===== src/rtl/uart_rx_if.sv =====
// Serial receive bundle for uart_rx: baud tick and line in, byte/strobe/error flags out.
interface uart_rx_if #(
    parameter int DBIT = 8
);
    logic            tick;
    logic            rx;
    logic [DBIT-1:0] rx_data;
    logic            rx_done_tick;
    logic            frame_err;
    logic            parity_err;

    modport master (
        output tick, rx,
        input  rx_data, rx_done_tick, frame_err, parity_err
    );

    modport slave (
        input  tick, rx,
        output rx_data, rx_done_tick, frame_err, parity_err
    );
endinterface


===== src/rtl/uart_rx.sv =====
// 16x-oversampled asynchronous serial receiver (8N1 by default).
// Define UART_RX_PARITY_EN to expect one even-parity bit after the data bits.
module uart_rx #(
    parameter int DBIT    = 8,
    parameter int SB_TICK = 16
) (
    input  logic      clk_50MHz,
    input  logic      reset,
    uart_rx_if.slave  bus
);

    localparam int            NW     = (DBIT > 1) ? $clog2(DBIT) : 1;
    localparam logic [3:0]    S_MID  = 4'd7;
    localparam logic [3:0]    S_LAST = 4'd15;
    localparam logic [3:0]    S_STOP = 4'(SB_TICK - 1);
    localparam logic [NW-1:0] N_LAST = NW'(DBIT - 1);

`ifdef UART_RX_PARITY_EN
    typedef enum logic [2:0] {IDLE, START, DATA, PARITY, STOP} state_t;
`else
    typedef enum logic [2:0] {IDLE, START, DATA, STOP} state_t;
`endif

    state_t            state_q, state_d;
    logic [1:0]        sync_q;
    logic              rx_s;
    logic [3:0]        s_q, s_d;
    logic [NW-1:0]     n_q, n_d;
    logic [DBIT-1:0]   b_q, b_d;
    logic [DBIT-1:0]   data_q, data_d;
    logic              done_q, done_d;
    logic              ferr_q, ferr_d;
    logic              perr_q, perr_d;
    logic              brk_q, brk_d;
    logic              par_q, par_d;

    assign rx_s = sync_q[1];

    always_comb begin
        state_d = state_q;
        s_d     = s_q;
        n_d     = n_q;
        b_d     = b_q;
        data_d  = data_q;
        done_d  = 1'b0;
        ferr_d  = ferr_q;
        perr_d  = perr_q;
        par_d   = par_q;
        // A frame that ended on a low line must see the line go high before re-arming.
        brk_d   = brk_q & ~rx_s;

        case (state_q)
            IDLE: begin
                if (!rx_s && !brk_q) begin
                    state_d = START;
                    s_d     = 4'd0;
                end
            end
            START: begin
                if (bus.tick) begin
                    if (s_q == S_MID) begin
                        if (!rx_s) begin
                            s_d     = 4'd0;
                            n_d     = '0;
                            state_d = DATA;
                        end else begin
                            state_d = IDLE;
                        end
                    end else begin
                        s_d = s_q + 4'd1;
                    end
                end
            end
            DATA: begin
                if (bus.tick) begin
                    if (s_q == S_LAST) begin
                        b_d = DBIT'({rx_s, b_q} >> 1);
                        s_d = 4'd0;
                        if (n_q == N_LAST) begin
`ifdef UART_RX_PARITY_EN
                            state_d = PARITY;
`else
                            state_d = STOP;
`endif
                        end else begin
                            n_d = n_q + NW'(1);
                        end
                    end else begin
                        s_d = s_q + 4'd1;
                    end
                end
            end
`ifdef UART_RX_PARITY_EN
            PARITY: begin
                if (bus.tick) begin
                    if (s_q == S_LAST) begin
                        par_d   = rx_s;
                        s_d     = 4'd0;
                        state_d = STOP;
                    end else begin
                        s_d = s_q + 4'd1;
                    end
                end
            end
`endif
            STOP: begin
                if (bus.tick) begin
                    if (s_q == S_STOP) begin
                        data_d  = b_q;
                        ferr_d  = ~rx_s;
`ifdef UART_RX_PARITY_EN
                        perr_d  = ^{b_q, par_q};
`else
                        perr_d  = 1'b0;
`endif
                        done_d  = 1'b1;
                        brk_d   = ~rx_s;
                        state_d = IDLE;
                    end else begin
                        s_d = s_q + 4'd1;
                    end
                end
            end
            default: state_d = IDLE;
        endcase
    end

    always_ff @(posedge clk_50MHz) begin
        if (reset) begin
            state_q <= IDLE;
            sync_q  <= 2'b11;
            s_q     <= 4'd0;
            n_q     <= '0;
            b_q     <= '0;
            data_q  <= '0;
            done_q  <= 1'b0;
            ferr_q  <= 1'b0;
            perr_q  <= 1'b0;
            brk_q   <= 1'b0;
            par_q   <= 1'b0;
        end else begin
            state_q <= state_d;
            sync_q  <= {sync_q[0], bus.rx};
            s_q     <= s_d;
            n_q     <= n_d;
            b_q     <= b_d;
            data_q  <= data_d;
            done_q  <= done_d;
            ferr_q  <= ferr_d;
            perr_q  <= perr_d;
            brk_q   <= brk_d;
            par_q   <= par_d;
        end
    end

    assign bus.rx_data      = data_q;
    assign bus.rx_done_tick = done_q;
    assign bus.frame_err    = ferr_q;
    assign bus.parity_err   = perr_q;

endmodule


===== src/flat_wrapper.sv =====
// flat-port wrapper written by rule: the top's interface ports become plain ports
module uart_rx_flat 
#(
    parameter int DBIT    = 8,
    parameter int SB_TICK = 16
)
  (clk_50MHz, reset, bus_tick, bus_rx, bus_rx_data, bus_rx_done_tick, bus_frame_err, bus_parity_err);
  uart_rx_if #(.DBIT(DBIT)) bus_i ();
  input  logic clk_50MHz;
  input  logic reset;
  input wire logic [$bits(bus_i.tick)-1:0] bus_tick;
  input wire logic [$bits(bus_i.rx)-1:0] bus_rx;
  output wire logic [$bits(bus_i.rx_data)-1:0] bus_rx_data;
  output wire logic [$bits(bus_i.rx_done_tick)-1:0] bus_rx_done_tick;
  output wire logic [$bits(bus_i.frame_err)-1:0] bus_frame_err;
  output wire logic [$bits(bus_i.parity_err)-1:0] bus_parity_err;
  assign bus_i.tick = bus_tick;
  assign bus_i.rx = bus_rx;
  assign bus_rx_data = bus_i.rx_data;
  assign bus_rx_done_tick = bus_i.rx_done_tick;
  assign bus_frame_err = bus_i.frame_err;
  assign bus_parity_err = bus_i.parity_err;
  uart_rx #(.DBIT(DBIT), .SB_TICK(SB_TICK)) u_core (.clk_50MHz(clk_50MHz), .reset(reset), .bus(bus_i));
endmodule

===== config.mk =====
export PLATFORM = sky130hd
export DESIGN_NAME = uart_rx_flat
export DESIGN_NICKNAME = d
export VERILOG_FILES = /design/src/rtl/uart_rx_if.sv /design/src/rtl/uart_rx.sv /design/src/flat_wrapper.sv
export SDC_FILE = /design/constraint.sdc
export NUM_CORES = 1
export LEC_CHECK = 0
export BUFFER_PORTS_ARGS = -buffer_cell sky130_fd_sc_hd__buf_2
export CAP_MARGIN = 40
export CORE_MARGIN = 4
export CORE_UTILIZATION = 61
export DETAILED_ROUTE_END_ITERATION = 8
export PLACE_DENSITY = 0.93
export SLEW_MARGIN = 20
export SYNTH_ARGS = -nofsm -noshare
export SYNTH_HDL_FRONTEND = slang
export SYNTH_SLANG_ARGS = --single-unit

===== constraint.sdc =====
create_clock -name clk_50MHz -period 4.58 [get_ports clk_50MHz]
set_input_delay 0.916 -clock clk_50MHz [delete_from_list [all_inputs] [get_ports clk_50MHz]]
set_output_delay 0.916 -clock clk_50MHz [all_outputs]
set_load 0.02 [all_outputs]

* Yosys cells after proc, flatten, opt, wreduce, memory -nomap -nowiden
Cells that the tools add are included.
** Operators by class
- Mux-type cells :: 30
- Bitwise logic cells :: 4
- Eq/ne operators :: 18
- Reductions and logical operators :: 12
- $add $sub $neg :: 2
** Operators by type and width (count)
- 3-bit two-way mux :: 14
- 4-bit two-way mux :: 8
- 4-bit case mux with 4 select lines :: 1
- 7-bit AND reduction :: 2
- 2-bit inequality test, second input constant :: 6
- 3-bit case mux with 4 select lines :: 1
- 2-bit by 1-bit inequality test with 1-bit output, second input constant :: 5
- 8-bit AND reduction :: 1
- 3-bit by 2-bit equality test with 1-bit output, second input constant :: 2
- 3-bit case mux with 2 select lines :: 1
- 3-bit AND reduction :: 2
- 4-bit by 1-bit adder with 4-bit output, second input constant :: 1
- 4-bit by 3-bit equality test with 1-bit output, second input constant :: 1
- 4-bit equality test, second input constant :: 1
- 1-bit two-way mux :: 4
- 4-bit nonzero test :: 1
- 3-bit by 1-bit adder with 3-bit output, second input constant :: 1
- 3-bit by 1-bit equality test with 1-bit output, second input constant :: 1
- 3-bit equality test, second input constant :: 1
- 3-bit zero test :: 1
- 3-bit inequality test, second input constant :: 1
- 1-bit inverter :: 3
- 3-bit OR reduction :: 1
- 1-bit zero test :: 2
- other kinds (4) :: 4
** Storage, ports and cells
- Output and inout bits :: 11
- Register bits :: 31
- Input bits :: 4

* Longest topological paths before layout
- Depth in word-level cells :: 5
- Gate-level depth with buffers :: 6
- Mapped depth without buffers :: 6

* Least setup slack after synthesis
No wires, ideal clock.
- Path type :: input to register
- Start point :: in bus_tick
- End point :: reg u_core.ferr_q, in the netlist u_core.bus.frame_err
- Required time :: 4.452 ns
- Slack :: 2.871 ns
- Data arrival time :: 1.581 ns
- Stages :: 4
- Setup time :: 0.128 ns
- Path through :: nand4_4 nor2_8 mux2i_1 nor2_1
** On the way
- Longest elaborated chain between the ends :: 1
** Ends and longest elaborated chain
- start, declared :: line flat_wrapper.sv:11 : input wire logic [$bits(bus_i.tick)-1:0] bus_tick;
- 3-bit AND reduction (no source line)
- end signal, assigned :: line uart_rx.sv:149 : ferr_q <= ferr_d;
- end, declared :: line uart_rx.sv:32 : logic ferr_q, ferr_d;
No other way between the ends.
A chain may end at the register's enable or synchronous reset.

* Worst setup path after layout
- Start point :: reg u_core.ferr_q, in the netlist u_core.bus.frame_err
- End point :: out bus_frame_err
** RTL lines
- end, declared :: line flat_wrapper.sv:15 : output wire logic [$bits(bus_i.frame_err)-1:0] bus_frame_err;
No word-level cell between the ends.

==> flow_summary.ini <==
[drt]
routed_wl_um = 2670
num_vias = 1070
drt-initial-drc-count = 24
first_pass_iters = 4
drtAntennaViolNets = 0
viasPerCell = 5.78
drc = 0
wl_per_cell_um = 14.4

[placed_design]
place.detailed.hpwl_um = 1910
port_buffers = 13
pre_cts_ws_ps = 2550
place_congestion = 0.870

[yosys]
muxShareOfSynthArea_pct = 13.3
synth-adder-area-share_pct = 2.63
synth_area_mm2 = 0.00143
syn_inst = 146
synth_edf_count = 0
synth_top_flop_cell = dfxtp_1
synthSimpleGateAreaFrac_pct = 26.3
synth_compound_area_share_pct = 11.0
synthXorXnorAreaFrac_pct = 0
synth_top_area_share_pct = 42.1
synth_warnings = 0
synth_top_family_by_area = simple AND/OR/NAND/NOR gates
avgSynthCellArea_um2 = 9.76
ys_ff_latch = 30
synthArstFlopShare_pct = 0
netlist_top_cells_area = dfxtp_1 (42%), mux2i_1 (13%), nor2_1 (5.8%), nor2_8 (2.8%), ha_1 (2.6%)
syn-num-nets = 153
seq_area_frac_synth_pct = 42.1
yosysTopAreaCell = dfxtp_1
synth_cell_types = 40

[outcome]
status = completed

[final_layout]
nets = 164
drive_gt1_share_pct = 18.5
area_growth_pct = 6.58
n_antenna_cell = 0
utilization_pct = 68.7

[worst_setup_path]
cpPeakStageDelay_ps = 360
cp-end-kind = primary output
cp_top_family = flip-flops
worstSetupPathType = reg -> out
critPathRequiredTime_ps = 3660
crit_fanout = 2
worstPathCellList = buf_2
critical_path_arrival_ps = 850
slowest_stage = dfxtp_1
cp.buffers_inverters = 1
worst-r2r-setup-slack_ps = 2830
start_kind = flop

[worst_hold_path]
hold_path_class = reg -> reg

[global_route]
gr-total-overflow = 0
grt_pass1_vias = 1055
grt_usage_pct = 18.8
grt_max_degree = 29
grt_antenna_before_repair = 0
grt_pass1_wl_um = 4600

[cts]
numCtsBuffers = 5
cts.clk_slew.worst_paths_ps = 90
ctsResizeCount = 0
ctsHtreeMaxLevel = 2
clk-insertion-delay-late_ps = 320
cts_tree = built
clock-sinks = 30
cts-hold-fix-buffers = 0
postCtsSetupBuffers = 0
root_buffer = clkbuf_4
clock_path_buffers = 2

[floorplan]
io_pins = 15
die_y_um = 56.3
fp-row-count = 17
core_area_mm2 = 0.00221
dieArea_mm2 = 0.00317
initial_core_util_pct = 64.4
die_x_um = 56.3

[power]
leakage_nw = 0.659
ir_worst_vdd_v = 0.000209
power_density_mw_per_mm2 = 284

[sta]
setup-violations-final = 0
finalHoldViolCount = 0
drv_slew = 0
period_share_pct = 38.6
setup_slack_ps = 2810
fin_setup_tns_ps = 0
fin_worst_skew_ps = 8.20
fin_crit_ps = 1770
whs_ps = 407
max_clock_freq_ghz = 0.566
rsz0062_at_grt = false

[run]
max_cap_viol_count = 0
-- synth_stat cells (all sizes together) (2+ instances only) --
cell type  instances
mux2i             19
buf                6
dfxtp             30
nand2b             2
nand2              9
o21ai              4
a21oi              2
clkbuf             3
nor3b              5
or2                2
a311oi             2
nor3               3
nor2              25
ha                 3
inv                3
and3               5
nand3              3
nor4               2
a31o               3
-- metrics by stage --
stage               std cells  instance area [um2]  power (mW)
floorplan                 146                 1430       0.295
detailed placement        178                 1470       0.299
CTS                       185                 1520       0.437
finish                    185                 1520       0.431
global route              185                 1520       0.455
global placement          178                 1470       0.298
-- placed cells by master, fill, tap and decap left out, types with 5 or more instances in the layout --
cell | synthesis | routed
nand2_1 | 9 | 9
clkbuf_4 | 0 | 5
mux2i_1 | 19 | 19
and3_1 | 5 | 5
nor3b_1 | 5 | 5
buf_2 | 2 | 13
nor2_1 | 22 | 22
dfxtp_1 | 30 | 30
-- routing by layer --
metal	global-route usage, %	wire length (um)	up-vias
met3	6.44	157	2
met4	9.49	21	0
met2	30.2	1380	30
li1	-	-	534
met1	22.1	1110	504
met5	0	0	-
-- final cells by class --
class | count | area, um2
fillers | 172 | 693
flip-flops and latches | 30 | 601
multi-input cells | 104 | 762
clock buffers | 7 | 45.0
inverters | 3 | 11.3
repair buffers | 13 | 65.1
well taps | 28 | 35.0
-- where the power goes --
part / internal [mW] / switching (mW) / leakage (nW)
Sequential: 0.263 / 0.00478 / 0.242
Clock: 0.0578 / 0.0804 / 0.0254
Combinational: 0.00968 / 0.0156 / 0.391
Total: 0.330 / 0.101 / 0.659
-- logic make-up after synthesis --
logic type	Yosys count
other	1
AO/OA/AOI/OAI	19
AND/OR/NAND/NOR	62
adder cells (fa/ha/maj)	3
flip-flops	30
multiplexers	19
buffers and inverters	12
-- path summary, 6_finish.rpt --
check / from / endpoint / cells past startpoint
worst min register to register: u_core.sync_q[0]$_SDFF_PP1_ / u_core.sync_q[1]$_SDFF_PP1_ / 1
worst max register to register: u_core.s_q[0]$_SDFFE_PP0P_ / u_core.bus.rx_data[0]$_SDFFE_PP0P_ / 5
worst min-delay path: u_core.sync_q[0]$_SDFF_PP1_ / u_core.sync_q[1]$_SDFF_PP1_ / 1
worst max-delay path: u_core.bus.frame_err$_SDFFE_PP0P_ / bus_frame_err / 1
-- flip-flops by register name, summed over array words and instances, names as in the netlist --
signal                   cells
u_core.b_q                   8
u_core.bus.rx_data           8
u_core.s_q                   4
u_core.n_q                   3
u_core.state_q               2
u_core.sync_q                2
u_core.brk_q                 1
u_core.bus.frame_err         1
u_core.bus.rx_done_tick      1
Note: power is estimated with default switching activity, not from simulation.
